===== config.mk =====
export PLATFORM = sky130hd
export DESIGN_NAME = umstr_arp_rx_parser
export DESIGN_NICKNAME = d
export VERILOG_FILES = /design/src/rtl/umstr_arp_rx_parser_pkg.sv /design/src/rtl/umstr_arp_rx_parser.sv
export SDC_FILE = /design/constraint.sdc
export NUM_CORES = 1
export LEC_CHECK = 0
export ABC_AREA = 0
export BUFFER_PORTS_ARGS = -buffer_cell sky130_fd_sc_hd__buf_2
export CAP_MARGIN = 20
export CELL_PAD_IN_SITES_DETAIL_PLACEMENT = 0
export CELL_PAD_IN_SITES_GLOBAL_PLACEMENT = 1
export CORE_ASPECT_RATIO = 2
export CORE_MARGIN = 4
export CORE_UTILIZATION = 37
export CTS_CLUSTER_SIZE = 25
export DETAILED_ROUTE_END_ITERATION = 7
export PLACE_DENSITY_LB_ADDON = 0.08
export SLEW_MARGIN = 20
export SYNTH_ARGS = -nofsm -noshare
export SYNTH_HDL_FRONTEND = slang
export SYNTH_SLANG_ARGS = --single-unit

===== constraint.sdc =====
create_clock -name clk -period 5 [get_ports clk]
set_input_delay 1 -clock clk [delete_from_list [all_inputs] [get_ports clk]]
set_output_delay 1 -clock clk [all_outputs]
set_load 0.1 [all_outputs]

===== src/rtl/umstr_arp_rx_parser_pkg.sv =====
// -----------------------------------------------------------------------------
// umstr_arp_pkg
// Shared constants and types for the ARP receive path. The record type
// arp_rec_t is also consumed by the ARP table/responder, so its field order
// (oper, sha, spa, tha, tpa) must stay stable.
// -----------------------------------------------------------------------------
package umstr_arp_pkg;

  localparam logic [15:0] ETHERTYPE_ARP  = 16'h0806;
  localparam logic [15:0] ARP_HTYPE_ETH  = 16'h0001;
  localparam logic [15:0] ARP_PTYPE_IPV4 = 16'h0800;
  localparam logic [7:0]  ARP_HLEN_ETH   = 8'd6;
  localparam logic [7:0]  ARP_PLEN_IPV4  = 8'd4;
  localparam logic [15:0] ARP_OPER_REQ   = 16'd1;
  localparam logic [15:0] ARP_OPER_REP   = 16'd2;

  // Beats needed to carry the complete Ethernet + ARP header; the word
  // counter saturates here so arbitrarily long padded frames never wrap it.
  localparam logic [3:0]  ARP_MIN_WORDS  = 4'd11;
  // Beat carrying the low half of the target IP (last header beat).
  localparam logic [3:0]  ARP_TPA_WORD   = 4'd10;

  typedef struct packed {
    logic [15:0] oper;
    logic [47:0] sha;
    logic [31:0] spa;
    logic [47:0] tha;
    logic [31:0] tpa;
  } arp_rec_t;

  typedef enum logic [1:0] {
    ST_PARSE = 2'd0,
    ST_DRAIN = 2'd1,
    ST_EMIT  = 2'd2
  } arp_rx_state_t;

  // Only requests and replies are forwarded to the responder.
  function automatic logic arp_oper_valid(input logic [15:0] oper);
    return (oper == ARP_OPER_REQ) || (oper == ARP_OPER_REP);
  endfunction

endpackage


===== src/rtl/umstr_arp_rx_parser.sv =====
// -----------------------------------------------------------------------------
// umstr_arp_rx_parser
// Parses whole Ethernet frames arriving on a 32-bit AXI-Stream (first wire byte
// in [31:24]) and forwards every well-formed ARP request/reply addressed to us
// as one parallel record on a valid/ready interface. Everything else is
// consumed and dropped.
//
// Ports:
//   clk, reset              single clock, synchronous active-high reset
//   local_mac_i/local_ip_i  own addresses (quasi-static)
//   s_tdata_i/s_tvld_i/s_tlast_i/s_tkeep_i/s_trdy_o   frame input stream
//   arp_vld_o/arp_rdy_i     record handshake
//   arp_oper_o/sha/spa/tha/tpa   record fields, stable while arp_vld_o = 1
//   ok_pulse_o              1 cycle when a record is loaded
//   drop_pulse_o            1 cycle when a frame is discarded
// -----------------------------------------------------------------------------
module umstr_arp_rx_parser
  import umstr_arp_pkg::*;
#(
  parameter bit CHECK_DST_MAC = 1'b1,
  parameter bit CHECK_TPA     = 1'b1
) (
  input  logic        clk,
  input  logic        reset,
  input  logic [47:0] local_mac_i,
  input  logic [31:0] local_ip_i,
  input  logic [31:0] s_tdata_i,
  input  logic        s_tvld_i,
  input  logic        s_tlast_i,
  input  logic [3:0]  s_tkeep_i,
  output logic        s_trdy_o,
  output logic        arp_vld_o,
  input  logic        arp_rdy_i,
  output logic [15:0] arp_oper_o,
  output logic [47:0] arp_sha_o,
  output logic [31:0] arp_spa_o,
  output logic [47:0] arp_tha_o,
  output logic [31:0] arp_tpa_o,
  output logic        ok_pulse_o,
  output logic        drop_pulse_o
);

  arp_rx_state_t r_state;
  logic [3:0]    r_word_cnt;
  logic          r_err;
  logic          r_dst_bc;
  logic          r_dst_me;
  logic          r_trdy;
  logic          r_vld;
  logic          r_ok;
  logic          r_drop;
  arp_rec_t      r_rec;

  logic          w_beat;
  logic          w_beat_err;
  logic          w_err_acc;
  logic [3:0]    w_cnt_inc;
  logic [15:0]   w_hi;
  logic [15:0]   w_lo;
  logic          w_unused_keep;

  assign w_hi   = s_tdata_i[31:16];
  assign w_lo   = s_tdata_i[15:0];
  assign w_beat = s_tvld_i & r_trdy;

  // Low keep bits only cover padding/FCS bytes and carry no header data.
  assign w_unused_keep = ^s_tkeep_i[1:0];

  // A new frame starts with word 0, which discards the previous sticky error.
  assign w_err_acc = ((r_word_cnt == 4'd0) ? 1'b0 : r_err) | w_beat_err;

  assign w_cnt_inc = (r_word_cnt == ARP_MIN_WORDS) ? ARP_MIN_WORDS
                                                   : (r_word_cnt + 4'd1);

  // Per-beat header checks, only meaningful for beats accepted in PARSE.
  always_comb begin
    w_beat_err = 1'b0;
    case (r_word_cnt)
      4'd1: begin
        // Destination must be entirely broadcast or entirely our MAC; the
        // upper-word matches were recorded on word 0.
        if (CHECK_DST_MAC) begin
          w_beat_err = !((r_dst_bc && (w_hi == 16'hFFFF)) ||
                         (r_dst_me && (w_hi == local_mac_i[15:0])));
        end else begin
          w_beat_err = 1'b0;
        end
      end
      4'd3: w_beat_err = (w_hi != ETHERTYPE_ARP) || (w_lo != ARP_HTYPE_ETH);
      4'd4: w_beat_err = (w_hi != ARP_PTYPE_IPV4) ||
                         (s_tdata_i[15:8] != ARP_HLEN_ETH) ||
                         (s_tdata_i[7:0] != ARP_PLEN_IPV4);
      4'd5: w_beat_err = !arp_oper_valid(w_hi);
      ARP_TPA_WORD: begin
        // A frame ending here must still carry both tpa bytes.
        w_beat_err = (CHECK_TPA && ({r_rec.tpa[31:16], w_hi} != local_ip_i)) ||
                     (s_tlast_i && (s_tkeep_i[3:2] != 2'b11));
      end
      default: w_beat_err = 1'b0;
    endcase
  end

  // Frame FSM with registered handshake, record-valid and pulse outputs.
  always_ff @(posedge clk) begin
    if (reset) begin
      r_state    <= ST_PARSE;
      r_word_cnt <= 4'd0;
      r_err      <= 1'b0;
      r_dst_bc   <= 1'b0;
      r_dst_me   <= 1'b0;
      r_trdy     <= 1'b1;
      r_vld      <= 1'b0;
      r_ok       <= 1'b0;
      r_drop     <= 1'b0;
    end else begin
      r_ok   <= 1'b0;
      r_drop <= 1'b0;
      case (r_state)
        ST_PARSE: begin
          if (w_beat) begin
            r_err      <= w_err_acc;
            r_word_cnt <= w_cnt_inc;
            if (r_word_cnt == 4'd0) begin
              r_dst_bc <= (s_tdata_i == 32'hFFFF_FFFF);
              r_dst_me <= (s_tdata_i == local_mac_i[47:16]);
            end
            if (s_tlast_i) begin
              r_word_cnt <= 4'd0;
              if ((r_word_cnt < ARP_TPA_WORD) || w_err_acc) begin
                r_drop <= 1'b1;
              end else begin
                r_state <= ST_EMIT;
                r_vld   <= 1'b1;
                r_ok    <= 1'b1;
                r_trdy  <= 1'b0;
              end
            end else if (r_word_cnt == ARP_TPA_WORD) begin
              r_state <= ST_DRAIN;
            end
          end
        end
        ST_DRAIN: begin
          // Padding and FCS beats: consumed without inspection.
          if (w_beat) begin
            r_word_cnt <= w_cnt_inc;
            if (s_tlast_i) begin
              r_word_cnt <= 4'd0;
              if (r_err) begin
                r_drop  <= 1'b1;
                r_state <= ST_PARSE;
              end else begin
                r_state <= ST_EMIT;
                r_vld   <= 1'b1;
                r_ok    <= 1'b1;
                r_trdy  <= 1'b0;
              end
            end
          end
        end
        ST_EMIT: begin
          if (arp_rdy_i) begin
            r_state <= ST_PARSE;
            r_vld   <= 1'b0;
            r_trdy  <= 1'b1;
          end
        end
        default: begin
          r_state    <= ST_PARSE;
          r_word_cnt <= 4'd0;
          r_vld      <= 1'b0;
          r_trdy     <= 1'b1;
        end
      endcase
    end
  end

  // Record capture; only header beats in PARSE write, so the record is frozen
  // during DRAIN and EMIT.
  always_ff @(posedge clk) begin
    if (reset) begin
      r_rec <= '0;
    end else if ((r_state == ST_PARSE) && w_beat) begin
      case (r_word_cnt)
        4'd5: begin
          r_rec.oper        <= w_hi;
          r_rec.sha[47:32]  <= w_lo;
        end
        4'd6: r_rec.sha[31:0] <= s_tdata_i;
        4'd7: r_rec.spa       <= s_tdata_i;
        4'd8: r_rec.tha[47:16] <= s_tdata_i;
        4'd9: begin
          r_rec.tha[15:0]  <= w_hi;
          r_rec.tpa[31:16] <= w_lo;
        end
        ARP_TPA_WORD: r_rec.tpa[15:0] <= w_hi;
        default: r_rec <= r_rec;
      endcase
    end else begin
      r_rec <= r_rec;
    end
  end

  assign s_trdy_o     = r_trdy;
  assign arp_vld_o    = r_vld;
  assign ok_pulse_o   = r_ok;
  assign drop_pulse_o = r_drop;
  assign arp_oper_o   = r_rec.oper;
  assign arp_sha_o    = r_rec.sha;
  assign arp_spa_o    = r_rec.spa;
  assign arp_tha_o    = r_rec.tha;
  assign arp_tpa_o    = r_rec.tpa;

endmodule

* Yosys cells after proc, flatten, opt, wreduce, memory -nomap -nowiden *
Cells that the tools add are included.

cells by class
  $add $sub $neg = 1
  order comparisons = 1
  equal/unequal tests = 35
  multiplexer cells = 45
  bitwise operators = 3
  reduce and logical (&&, ||, !) cells = 27

operators by type and width
  cell                                                                        count
  32-bit == test                                                              1
  32-bit == test (second input constant)                                      1
  16-bit by 12-bit inequality test with 1-bit output (second input constant)  2
  32-bit inequality test                                                      1
  1-bit two-way mux                                                           27
  16-bit by 1-bit == test with 1-bit output (second input constant)           1
  16-bit == test                                                              1
  16-bit == test (second input constant)                                      1
  16-bit by 2-bit == test with 1-bit output (second input constant)           1
  4-bit by 3-bit == test with 1-bit output (second input constant)            4
  4-bit == test (second input constant)                                       4
  2-bit two-way mux                                                           8
  16-bit by 1-bit inequality test with 1-bit output (second input constant)   1
  2-bit inequality test (second input constant)                               8
  8-bit by 3-bit inequality test with 1-bit output (second input constant)    2
  2-bit AND reduction                                                         8
  4-bit two-way mux                                                           3
  4-bit one-hot mux with 2 select lines                                       1
  1-bit logical OR                                                            7
  7-bit AND reduction                                                         1
  3-bit inequality test (second input constant)                               2
  1-bit one-hot mux with 3 select lines                                       2
  2-bit one-hot mux with 3 select lines                                       1
  6-bit AND reduction                                                         1
  other kinds (18)                                                            23

storage, ports and cells
  register bits after elaboration = 189
  bits of input ports = 121
  output and inout port bits = 180
  logic and storage cells = 129

* Depth between registers and ports, before layout *
  word-level depth = 11
  depth in mapped cells = 7
  mapped depth without buffers = 7

* Least setup slack after synthesis *
No wires, ideal clock.

  kind = input -> register
  start = input s_tdata_i[12]
  end = register r_err
  library setup time = 117 ps
  arrival time = 2303 ps
  required time = 4883 ps
  path slack = 2579 ps
  stages = 7
  cells stage by stage = buf_2 > or4b_4 > nor3_2 > a311oi_1 > a31oi_1 > nand4_1 > a32o_1

between the ends
  word-level cells in the longest chain between the ends = 5
  elaborated cells on any way between the ends = 7
  classes of those cells = 2 x eq/ne; 1 x mux; 1 x bitwise; 3 x reduce/logical

ends and longest elaborated chain
  element                                           line                        text
  from (decl)                                       umstr_arp_rx_parser.sv:27   input logic [31:0] s_tdata_i,
  8-bit by 3-bit inequality test with 1-bit output  umstr_arp_rx_parser.sv:91   (s_tdata_i[15:8] != ARP_HLEN_ETH) ||
  1-bit logical OR                                  umstr_arp_rx_parser.sv:90   4'd4: w_beat_err = (w_hi != ARP_PTYPE_IPV4) ||
  1-bit logical OR                                  umstr_arp_rx_parser.sv:91
  1-bit one-hot mux with 5 select lines *           umstr_arp_rx_parser.sv:78   case (r_word_cnt)
  1-bit bitwise OR *                                umstr_arp_rx_parser.sv:70   assign w_err_acc = ((r_word_cnt == 4'd0) ? 1'b0 : r_err) | w_beat_err;
  to (signal assigned)                              umstr_arp_rx_parser.sv:121  r_err <= w_err_acc;
  to (decl)                                         umstr_arp_rx_parser.sv:45   logic r_err;

Mark *: on every way between the ends. The rest lies on a longest branch, timed or not.
A chain may end at the register's enable or synchronous reset.

* Worst setup path after layout *
  start = input s_tdata_i[22]
  end = register r_err

between the ends
  word-level cells in the longest chain between the ends = 6
  elaborated cells on any way between the ends = 19
  classes of those cells = 7 x eq/ne; 1 x mux; 1 x bitwise; 10 x reduce/logical

ends and longest elaborated chain
  element                                  line                                                  text
  16-bit == test (on tied branches)        umstr_arp_rx_parser.sv:83, umstr_arp_rx_parser.sv:84
  1-bit logical AND (on tied branches)     umstr_arp_rx_parser.sv:83, umstr_arp_rx_parser.sv:84
  1-bit logical OR                         umstr_arp_rx_parser.sv:83                             w_beat_err = !((r_dst_bc && (w_hi == 16'hFFFF)) ||
  1-bit zero test                          umstr_arp_rx_parser.sv:83
  1-bit one-hot mux with 5 select lines *  umstr_arp_rx_parser.sv:78
  1-bit bitwise OR *                       umstr_arp_rx_parser.sv:70

Marked as above.

==> out/metrics.yaml <==
yosysMostFrequentCell: "nand2_1"
syn_area_per_cell_um2: 7.680
drv_cap: 0
ctsHoldBuffers: 0
end_kind: "flop"
relSlewSlack_pct: 37.41
drc_errors: 0
fin_setup_tns_ns: 0
fp.dieW_um: 112.0
drt_first_pass_iters: 5
ys_warn_count: 0
clockBufferDepth: 2
synth_nets: 1168
wire_per_inst_um: 19.77
die-area_um2: 24210
area_growth_pct: 25.60
status: "finished clean"
synth_commonest_cells: "369 x nand2_1, 189 x dfxtp_1, 188 x a21oi_1"
cpPeakStageDelay_ns: 0.77
synth-edff-count: 0
crit_top_cell: "nand4_1"
reg2reg_slack_ns: 2.67
cp.required_ns: 5.33
via_count: 7804
tightest_slew_ns: 0.9388
cts_tree: "done"
cts_setup_buffers: 0
setup_viol: 0
antenna_found_initial: 0
worstReg2RegStart: "s_trdy_o"
hold_depth: 2
r2r-end: "arp_spa_o[25]"
hold_class: "reg2reg"
core_um2: 21110
vdd_drop_max_mv: 0.1837
synthDistinctLibCells: 40
cts.htree.levels: 4
grt_pass1_vias: 7486
syn-instance-count: 1043
ys_seq_area_share_pct: 47.24
clock_latency_ns: 0.44
period_share_pct: 54.86
start_util_pct: 37.94
rsz0062_at_grt: "no"
track_usage_pct: 24.98
post_cts_resized: 0
grt_overflow_total: 0
num_rows: 75
cts-buffers-inserted: 17
cp_slowest_cell: "a2111oi_0"
ys_top_cells_by_area: "dfxtp_1 47%, nand2_1 17%, a21oi_1 12%, xor2_1 5.4%, xnor2_1 3.5%"
async_reset_ff_share_pct: 0
finalNetCount: 1403
leakagePower_nw: 4.178
io-pin-count: 301
ant_nets: 0
fmax_mhz: 364.6
synth_ff_type: "dfxtp_1"
gp_congestion: 0.8685
hold_viol: 0
ff2ff_path_depth: 6
critical_path_class: "in2reg"
holdPathEnd: "arp_tpa_o[5]"
grt_pass1_wl_mm: 46.36
synth_area_leader_cell: "dfxtp_1"
power_mw: 3.014
drv_slew: 0
clock_sink_count: 189
cp_cell_sequence: "buf_2 -> xnor2_1 -> nand4_1 -> a2111oi_0 -> a31o_2 -> nand4_1 -> a32o_1"
fillers: 2224
antenna_cells: 0
min-delay-start: "arp_tpa_o[5]"
cp_data_arrival_time_ns: 3.07
drt_wl_total_mm: 30.85
drive_gt1_share_pct: 26.88
cts.reportedPaths.clkPinSlew_ns: 0.07
detailed_place_hpwl_mm: 21.91
root_buffer: "clkbuf_16"
via_per_inst: 5.003
ys_ff_latch: 189
grt_max_degree: 116
port_buffers: 298
clock_skew_ns: 0.01154
crit_family: "compound AO/OA/AOI/OAI gates"
cp_max_fo: 11
syn-cell-area_um2: 8010
drtIter0Drc: 363
post-route-min-period_ns: 2.743
die_y_um: 216.1
critPathBufInv: 1
synth_top_cell_area_share_pct: 47.24
power_density_nw_per_um2: 299.5
startpoint_type: "input pin"
-- cells in the final DEF, fill, tap and decap left out, types with 8 or more instances in the layout --
cell       instances
nand4_1           15
a21oi_1          188
nor4_1            19
clkbuf_16         17
nand3_1            8
buf_2            297
nand2_1          369
and3_1             9
nor3_1             9
dfxtp_1          189
xor2_1            49
xnor2_1           32
nor2_1            14
buf_4             12
-- layout make-up --
class	count	area [um2]	area share [%]
Clock buffer	19	442.9	4.402
Clock inverter	13	106.4	1.057
Inverter	6	22.52	0.2239
Multi-Input combinational cell	754	3781	37.58
Sequential cell	189	3784	37.61
Tap cell	269	336.6	3.345
Timing Repair Buffer	310	1588	15.78
-- power by group --
part	total [mW]	internal, mW	leakage, nW	switching, mW
registers	1.51	1.51	1.52	0.00141
clock network	1.28	0.660	0.255	0.622
logic	0.226	0.0757	2.40	0.150
total	3.01	2.24	4.18	0.773
-- registers in the layout, summed over array words and instances (netlist names) --
| register | cells |
|---|---|
| drop_pulse_o | 1 |
| arp_tha_o | 48 |
| r_word_cnt | 4 |
| arp_tpa_o | 32 |
| r_dst_me | 1 |
| arp_oper_o | 16 |
| r_state | 2 |
| arp_sha_o | 48 |
| arp_vld_o | 1 |
| r_err | 1 |
| r_dst_bc | 1 |
| arp_spa_o | 32 |
| s_trdy_o | 1 |
| ok_pulse_o | 1 |
-- per-stage QoR --
step | hold WS (ns) | cells | utilization [%] | area, um2 | worst slack, ns
finish | 0.4525 | 1560 | 47.65 | 10060 | 2.257
CTS | 0.4526 | 1560 | 47.65 | 10060 | 2.287
floorplan | 0.4323 | 1043 | - | 8010 | 2.579
detailed placement | 0.4431 | 1528 | 45.05 | 9512 | 1.832
global placement | 0.4389 | 1528 | 45.05 | 9512 | 1.860
global route | 0.4656 | 1560 | 47.65 | 10060 | 2.146
-- how the worst max path moves through the flow --
stage,endpoint,start,slack [ns],depth (start not counted)
4_1_cts,r_err,s_tdata_i[22],2.29,7
3_3_place_gp,r_err,s_tdata_i[22],1.86,7
6_report,r_err,s_tdata_i[22],2.26,7
3_5_place_dp,r_err,s_tdata_i[22],1.83,7
5_1_grt,arp_vld_o,s_tdata_i[22],2.15,7
2_1_floorplan,r_err,s_tdata_i[12],2.58,7
-- layer usage --
metal	GRT usage, %	vias to the layer above	wire, um
met2	45.81	296	16520
met5	0	-	0
li1	-	3860	-
met3	5.024	21	2000
met4	5.977	0	399
met1	29.67	3627	11920
-- logic make-up (layout without fill, tap and decap cells) --
group | after synthesis | in the layout | share of synthesized area [%]
simple gates | 462 | 462 | 24.26
compound gates | 206 | 206 | 13.34
flops | 189 | 189 | 47.24
buf+inv | 100 | 348 | 5.561
xor+xnor | 81 | 81 | 8.857
fa+ha+maj | 4 | 4 | 0.6248
mux | 1 | 1 | 0.1250
-- worst reg2reg max path, delay by kind of cell (launching register included) --
family	cells	cell delay (ns)
compound gates	1	0.15
buf+inv	1	0.39
flops	1	0.35
simple gates	4	1.38
Power figures use the tool's default switching activity.
